--- src/rtl/sram_pkg.sv ---
// Shared definitions for the single-port SRAM responder and the BIST side that drives it.
// FSM encoding, default geometry and the BIST data patterns live here.
package sram_pkg;

   localparam int unsigned SRAM_DATA_W = 10;
   localparam int unsigned SRAM_ADDR_W = 8;
   localparam int unsigned SRAM_DEPTH  = 256;

   typedef enum logic {
      ST_INIT  = 1'b0,
      ST_READY = 1'b1
   } sram_state_e;

   localparam logic [SRAM_DATA_W-1:0] PAT_ONES  = 10'h3FF;
   localparam logic [SRAM_DATA_W-1:0] PAT_ZEROS = 10'h000;
   localparam logic [SRAM_DATA_W-1:0] PAT_ALT   = 10'h2AA;

endpackage

--- src/rtl/sram_sp_array.sv ---
// Pure storage: one synchronous write port and one registered read port.
// Kept free of control logic so a foundry macro can replace it.
module sram_sp_array
   import sram_pkg::*;
#(
   parameter int unsigned DATA_W = SRAM_DATA_W,
   parameter int unsigned ADDR_W = SRAM_ADDR_W,
   parameter int unsigned DEPTH  = SRAM_DEPTH
) (
   input  logic              clock,
   input  logic              n_reset,
   input  logic              we_i,
   input  logic [ADDR_W-1:0] waddr_i,
   input  logic [DATA_W-1:0] wdata_i,
   input  logic              re_i,
   input  logic [ADDR_W-1:0] raddr_i,
   output logic [DATA_W-1:0] rdata_o
);

   logic [DATA_W-1:0] mem_q [DEPTH];
   logic [DATA_W-1:0] rdata_q;

   // Array contents are deliberately not reset; the clear sweep initialises them.
   always_ff @(posedge clock) begin
      if (we_i) begin
         mem_q[waddr_i] <= wdata_i;
      end
   end

   always_ff @(posedge clock or negedge n_reset) begin
      if (!n_reset) begin
         rdata_q <= '0;
      end else if (re_i) begin
         rdata_q <= mem_q[raddr_i];
      end
   end

   assign rdata_o = rdata_q;

endmodule

--- src/rtl/sram_sp_responder.sv ---
// Single-port SRAM responder: clear sweep FSM, access counters, protocol-error flag.
// Define SRAM_FAULT_INJECT_EN to add stuck-at-on-read fault injection ports.
module sram_sp_responder
   import sram_pkg::*;
#(
   parameter int unsigned       DATA_W   = SRAM_DATA_W,
   parameter int unsigned       ADDR_W   = SRAM_ADDR_W,
   parameter int unsigned       DEPTH    = SRAM_DEPTH,
   parameter logic [DATA_W-1:0] INIT_VAL = '0,
   parameter int unsigned       CNT_W    = 16
) (
   input  logic              clock,
   input  logic              n_reset,
   input  logic              csn_i,
   input  logic              wen_i,
   input  logic [ADDR_W-1:0] addr_i,
   input  logic [DATA_W-1:0] wr_data_i,
   input  logic              clr_req_i,
`ifdef SRAM_FAULT_INJECT_EN
   input  logic              flt_en_i,
   input  logic [ADDR_W-1:0] flt_addr_i,
   input  logic [DATA_W-1:0] flt_mask_i,
   input  logic [DATA_W-1:0] flt_val_i,
`endif
   output logic [DATA_W-1:0] rd_data_o,
   output logic              init_busy_o,
   output logic              acc_err_o,
   output logic [CNT_W-1:0]  wr_cnt_o,
   output logic [CNT_W-1:0]  rd_cnt_o
);

   sram_state_e       state_q, state_d;
   logic [ADDR_W-1:0] ptr_q, ptr_d;
   logic              acc_err_q, acc_err_d;
   logic [CNT_W-1:0]  wr_cnt_q, wr_cnt_d;
   logic [CNT_W-1:0]  rd_cnt_q, rd_cnt_d;

   logic              arr_we, arr_re;
   logic [ADDR_W-1:0] arr_waddr;
   logic [DATA_W-1:0] arr_wdata;
   logic [DATA_W-1:0] arr_rdata;

   always_comb begin
      state_d   = state_q;
      ptr_d     = ptr_q;
      acc_err_d = acc_err_q;
      wr_cnt_d  = wr_cnt_q;
      rd_cnt_d  = rd_cnt_q;
      arr_we    = 1'b0;
      arr_re    = 1'b0;
      arr_waddr = addr_i;
      arr_wdata = wr_data_i;

      unique case (state_q)
         ST_INIT: begin
            arr_we    = 1'b1;
            arr_waddr = ptr_q;
            arr_wdata = INIT_VAL;
            if (!csn_i) begin
               acc_err_d = 1'b1;
            end
            if (ptr_q == ADDR_W'(DEPTH - 1)) begin
               state_d = ST_READY;
            end else begin
               ptr_d = ptr_q + ADDR_W'(1);
            end
         end
         ST_READY: begin
            arr_we = !csn_i && !wen_i;
            arr_re = !csn_i && wen_i;
            if (arr_we && wr_cnt_q != '1) begin
               wr_cnt_d = wr_cnt_q + CNT_W'(1);
            end
            if (arr_re && rd_cnt_q != '1) begin
               rd_cnt_d = rd_cnt_q + CNT_W'(1);
            end
         end
         default: state_d = ST_INIT;
      endcase

      // A clear request overrides counter updates but not the access itself.
      if (clr_req_i) begin
         state_d   = ST_INIT;
         ptr_d     = '0;
         acc_err_d = 1'b0;
         wr_cnt_d  = '0;
         rd_cnt_d  = '0;
      end
   end

   always_ff @(posedge clock or negedge n_reset) begin
      if (!n_reset) begin
         state_q   <= ST_INIT;
         ptr_q     <= '0;
         acc_err_q <= 1'b0;
         wr_cnt_q  <= '0;
         rd_cnt_q  <= '0;
      end else begin
         state_q   <= state_d;
         ptr_q     <= ptr_d;
         acc_err_q <= acc_err_d;
         wr_cnt_q  <= wr_cnt_d;
         rd_cnt_q  <= rd_cnt_d;
      end
   end

   sram_sp_array #(
      .DATA_W (DATA_W),
      .ADDR_W (ADDR_W),
      .DEPTH  (DEPTH)
   ) u_array (
      .clock   (clock),
      .n_reset (n_reset),
      .we_i    (arr_we),
      .waddr_i (arr_waddr),
      .wdata_i (arr_wdata),
      .re_i    (arr_re),
      .raddr_i (addr_i),
      .rdata_o (arr_rdata)
   );

`ifdef SRAM_FAULT_INJECT_EN
   logic              flt_hit_q;
   logic [DATA_W-1:0] flt_mask_q, flt_val_q;

   // Fault controls are captured alongside the read so they line up with the registered data.
   always_ff @(posedge clock or negedge n_reset) begin
      if (!n_reset) begin
         flt_hit_q  <= 1'b0;
         flt_mask_q <= '0;
         flt_val_q  <= '0;
      end else if (arr_re) begin
         flt_hit_q  <= flt_en_i && (flt_addr_i == addr_i);
         flt_mask_q <= flt_mask_i;
         flt_val_q  <= flt_val_i;
      end
   end

   assign rd_data_o = flt_hit_q ? ((arr_rdata & ~flt_mask_q) | (flt_val_q & flt_mask_q))
                                : arr_rdata;
`else
   assign rd_data_o = arr_rdata;
`endif

   assign init_busy_o = (state_q == ST_INIT);
   assign acc_err_o   = acc_err_q;
   assign wr_cnt_o    = wr_cnt_q;
   assign rd_cnt_o    = rd_cnt_q;

endmodule
--- config.mk ---
export PLATFORM = sky130hd
export DESIGN_NAME = sram_sp_responder
export DESIGN_NICKNAME = d
export VERILOG_FILES = /design/src/rtl/sram_pkg.sv /design/src/rtl/sram_sp_array.sv /design/src/rtl/sram_sp_responder.sv
export SDC_FILE = /design/constraint.sdc
export NUM_CORES = 2
export LEC_CHECK = 0
export ABC_AREA = 1
export ABC_CLOCK_PERIOD_IN_PS = 6050
export CORE_UTILIZATION = 45
export DETAILED_ROUTE_END_ITERATION = 12
export HOLD_SLACK_MARGIN = 0.03
export PLACE_DENSITY = 0.72
export SLEW_MARGIN = 10
export SYNTH_ARGS = -nofsm -noshare
export SYNTH_HDL_FRONTEND = slang
export SYNTH_SLANG_ARGS = --single-unit
--- constraint.sdc ---
create_clock -name clock -period 6.05 [get_ports clock]
set_input_delay 0.9075 -clock clock [delete_from_list [all_inputs] [get_ports clock]]
set_output_delay 0.9075 -clock clock [all_outputs]
set_load 0.02 [all_outputs]
==> metrics.md <==
| Metric | Value |
|---|---|
| Slew @ Worst Pin | around 1.2 ns |
| HP Class | in2async |
| Synthesized area per cell | roughly 12 µm² |
| R2R depth | 10 |
| Outcome | finished, final reports clean |
| Max Cap Viol | 0 |
| Share of layout cells above drive strength 1 | 7.58% |
| WP data required | just under 7 ns |
| XOR/XNOR Fraction of Synth Area | 0.0413% |
| Power per Cell Area | between 300 and 400 nW/µm² |
| Bufs and invs on worst path | 2 |
| Via density | just under 6 |
| Final antenna-violating net count | 0 |
| Crit path kind | reg2reg |
| Grt ovf | 0 |
| Setup ws final | between 2 and 2.5 ns |
| CP Capture Type | flop |
| Pre-CTS setup slack | 1.55 ns |
| Largest family of logic cells by synthesized area | simple AND/OR/NAND/NOR gates |
| CP max stage delay | roughly 0.79 ns |
| Internal Pwr Total | around 0.029 W |
| Leak pwr | between 40 and 50 nW |
| Switching Fraction | 21.9% |
| Post-synthesis simple-gate area fraction | 22.9% |
| WL final | a little under 300 mm |
| Worst Setup Start Kind | flop |
| Post-synthesis compound-gate area fraction | less than 1% |
| Vias post-DR | 71600 |
| Max_slew headroom | 18.2% |
| Clock skew | about 0.056 ns |
| Hold buffer count at CTS | 0 |
| Reg2Reg Capture Point | rd_cnt_o[10] |
| Critical Path AT | approximately 4.6 ns |
| Total clock sinks | 2612 |
| EDFF count, synth | 2560 |
| Initial antenna violation count | 9 |
| Synth Area in Adders | less than 1% |
| Tot GR Track Use | between 20 and 25% |
| CP Cell Sequence | buf_4, nand3_1, inv_1, nand2_1, nor2_1, nand2_1, nor2_1, nand2_1, o21ai_0, a21oi_1 |
| Dpl hpwl | 169 mm |
| RR Startpoint | state_q |
| Unrepaired setup endpoints after global routing | no |
| Root Driver | clkbuf_16 |
| Clk_lat worst skew | between 0.8 and 0.9 ns |
| Most frequent CP cell | nand2_1 |
| Clk slew on worst S/H paths | roughly 0.070 ns |
| R2R setup slack | roughly 2.3 ns |
| CTS tree | yes |
| Clk pwr share | about two fifths |
| Reg power frac | 53.4% |
| # Post-CTS Setup Buffers | 0 |
| Initial DRC count | 11100 |
| Syn Nets | around 9000 |
| Largest net degree at the start of global routing | ~260 |
| H-Tree Depth | 4 |
| Fin. max-slew vios | 0 |
| Sequential area share after synthesis | about three quarters |
| Fmax | around 260 MHz |
| Vias in the first global route | about 70000 |
| Final #Nets | around 9000 |
| Global-route wire length before repair | 430 mm |
| Tmin final | ~3.8 ns |
| Predominant post-synthesis flop cell | edfxtp_1 |
| Final period util | between 60 and 70% |
| Post-synthesis cell type count | 35 |
| Warnings from Yosys | 0 |
| WL per Instance | ~24 µm |
| Synthesized instance count | around 9000 |
| Final setup violating endpoints | 0 |
| Cts bufs inserted | 240 |
| Crit path max fanout | 27 |
| Setup TNS Final | 0 ns |
| Crit path max-delay family | simple AND/OR/NAND/NOR gates |
| Row cnt | between 150 and 200 |
| Hold Fails Final Rpt | 0 |
| Fin cells | between 10000 and 15000 |
| Placed cells | approximately 12000 |
| Post_cts resized | 0 |
| Initial Util | 45.5% |
| Psw | 0.00805 W |
| Final hold slack | 0.174 ns |
| Die Span X | between 400 and 500 µm |
| Area Overhead vs Synth | 11.8% |
| Post-DP Area | around 110000 µm² |
| Longest Clk Path Bufs | 3 |
| Async set-reset flop share out of synthesis | roughly 2% |
| GPL Wtd Cong | between 0.9 and 1 |
| DRT Pass-1 Iters | 6 |
| Fill cells | between 15000 and 20000 |
| DIE AREA | 238000 µm² |
| IO Count | 67 |
| Area of the multi-input gates | 24700 µm² |
| CP max-delay cell | inv_1 |
| Comb pwr share | about 5.0% |
| Port Buffers | 66 |
| Reg area | between 70000 and 80000 µm² |
| Synthesized area | 106000 µm² |
| DRC | 0 |
| Core ar. | around 230000 µm² |
| Post-layout instance area | approximately 120000 µm² |
| Synth Register Bits | 2612 |
| Max VDD drop | 0.000250 V |
| Die Ht | approximately 490 µm |
| Fraction of synthesized area in multiplexers | 0% |
-- metrics by stage --
stage                     total power [W]  utilization (%)
final                              0.0367             50.8
after global placement             0.0217             47.4
after CTS                          0.0367             50.8
after global routing               0.0375             50.8
after floorplan                    0.0211                -
after detailed placement           0.0217             47.4
-- cell usage after synthesis, types with 2 or more instances --
| master | number | area share, % |
|---|---|---|
| edfxtp_1 | 2560 | 72 |
| buf_4 | 13 | 0.092 |
| buf_2 | 423 | 2.0 |
| inv_1 | 84 | 0.30 |
| nor4_1 | 2 | 0.012 |
| clkinv_1 | 2 | 0.0071 |
| xnor2_1 | 3 | 0.025 |
| a21oi_1 | 24 | 0.11 |
| nor2_1 | 323 | 1.1 |
| o31ai_1 | 4 | 0.028 |
| xor2_1 | 2 | 0.017 |
| nand4_1 | 7 | 0.041 |
| nand3_1 | 2564 | 12 |
| a31oi_1 | 2 | 0.012 |
| dfrtp_1 | 52 | 1.2 |
| nor3_1 | 14 | 0.066 |
| ha_1 | 3 | 0.035 |
| o21ai_1 | 2 | 0.0094 |
| nand2_1 | 2682 | 9.5 |
| o21ai_0 | 26 | 0.12 |
| inv_2 | 6 | 0.021 |
| clkbuf_1 | 127 | 0.45 |
| o21a_1 | 2 | 0.014 |
| buf_1 | 42 | 0.15 |
-- worst reg2reg max path, delay by kind of cell, from the launching register on --
kind	cells	cell delay [ns]
buf+inv	2	1.13
compound gates	2	0.28
flops	1	0.37
simple gates	6	1.89
-- sequential cells by signal, summed over array words and instances (netlist names) --
register and flops:
u_array.mem_q 2560, rd_cnt_o 16, u_array.rdata_o 10, wr_cnt_o 16, state_q 1, acc_err_o 1
ptr_q 8
-- logic make-up (layout without fill, tap and decap cells) --
group,Yosys count,after routing
DFF,2612,2612
adders and majority gates,3,3
buffers and inverters,698,912
and+or+nand+nor,5597,5597
other,0,2
xor gates and xnor gates,5,5
AOI/OAI and AO/OA,65,65
-- per-layer routing --
| layer | vias up | share of wire (%) | routed length [µm] | track usage (%) |
|---|---|---|---|---|
| li1 | 31900 | - | - | - |
| met1 | 34700 | 38 | 111000 | 31.9 |
| met2 | 4334 | 46 | 136000 | 38.4 |
| met3 | 702 | 11 | 32400 | 5.53 |
| met4 | 8 | 4.6 | 13500 | 10.7 |
| met5 | - | 0.017 | 49 | 0 |
-- layout by cell type, fill, tap and decap left out, types with 24 or more instances in the layout --
master,n
clkbuf_1,37
nand2_1,2682
buf_12,30
inv_1,73
a21oi_1,24
clkinv_1,51
buf_4,282
edfxtp_1,2560
dfrtp_1,52
o21ai_0,26
nand3_1,2564
clkinv_2,51
bufinv_16,28
clkdlybuf4s50_1,59
clkbuf_16,241
nor2_1,322
-- how the worst max path moves through the flow --
stage | from | end | depth (start not counted)
final | state_q | rd_cnt_o[10] | 10
after global routing | state_q | rd_cnt_o[10] | 10
after CTS | state_q | rd_cnt_o[10] | 10
after detailed placement | addr_i[6] | u_array.mem_q[128][0] | 9
after global placement | addr_i[2] | u_array.mem_q[43][0] | 11
after floorplan | wr_data_i[0] | u_array.mem_q[0][0] | 2
-- power by group through the flow --
stage | logic (W) | registers (W) | clock network, W
2_1_floorplan | 0.00116 | 0.0200 | 0
3_3_place_gp | 0.00174 | 0.0200 | 0
3_5_place_dp | 0.00177 | 0.0200 | 0
4_1_cts | 0.00178 | 0.0196 | 0.0153
5_1_grt | 0.00194 | 0.0196 | 0.0160
6_report | 0.00183 | 0.0196 | 0.0153
-- cell type report --
type                            instances  share of cell area, %
Sequential cell                      2612                   65.9
Clock buffer                          286                   5.30
Inverter                               92                  0.379
Multi-Input combinational cell       5670                   20.9
Timing Repair Buffer                  377                   2.85
Clock inverter                        157                   1.39
Tap cell                             3132                   3.31
Antenna cell                            2                0.00422
(Power assumes the default switching activity.)
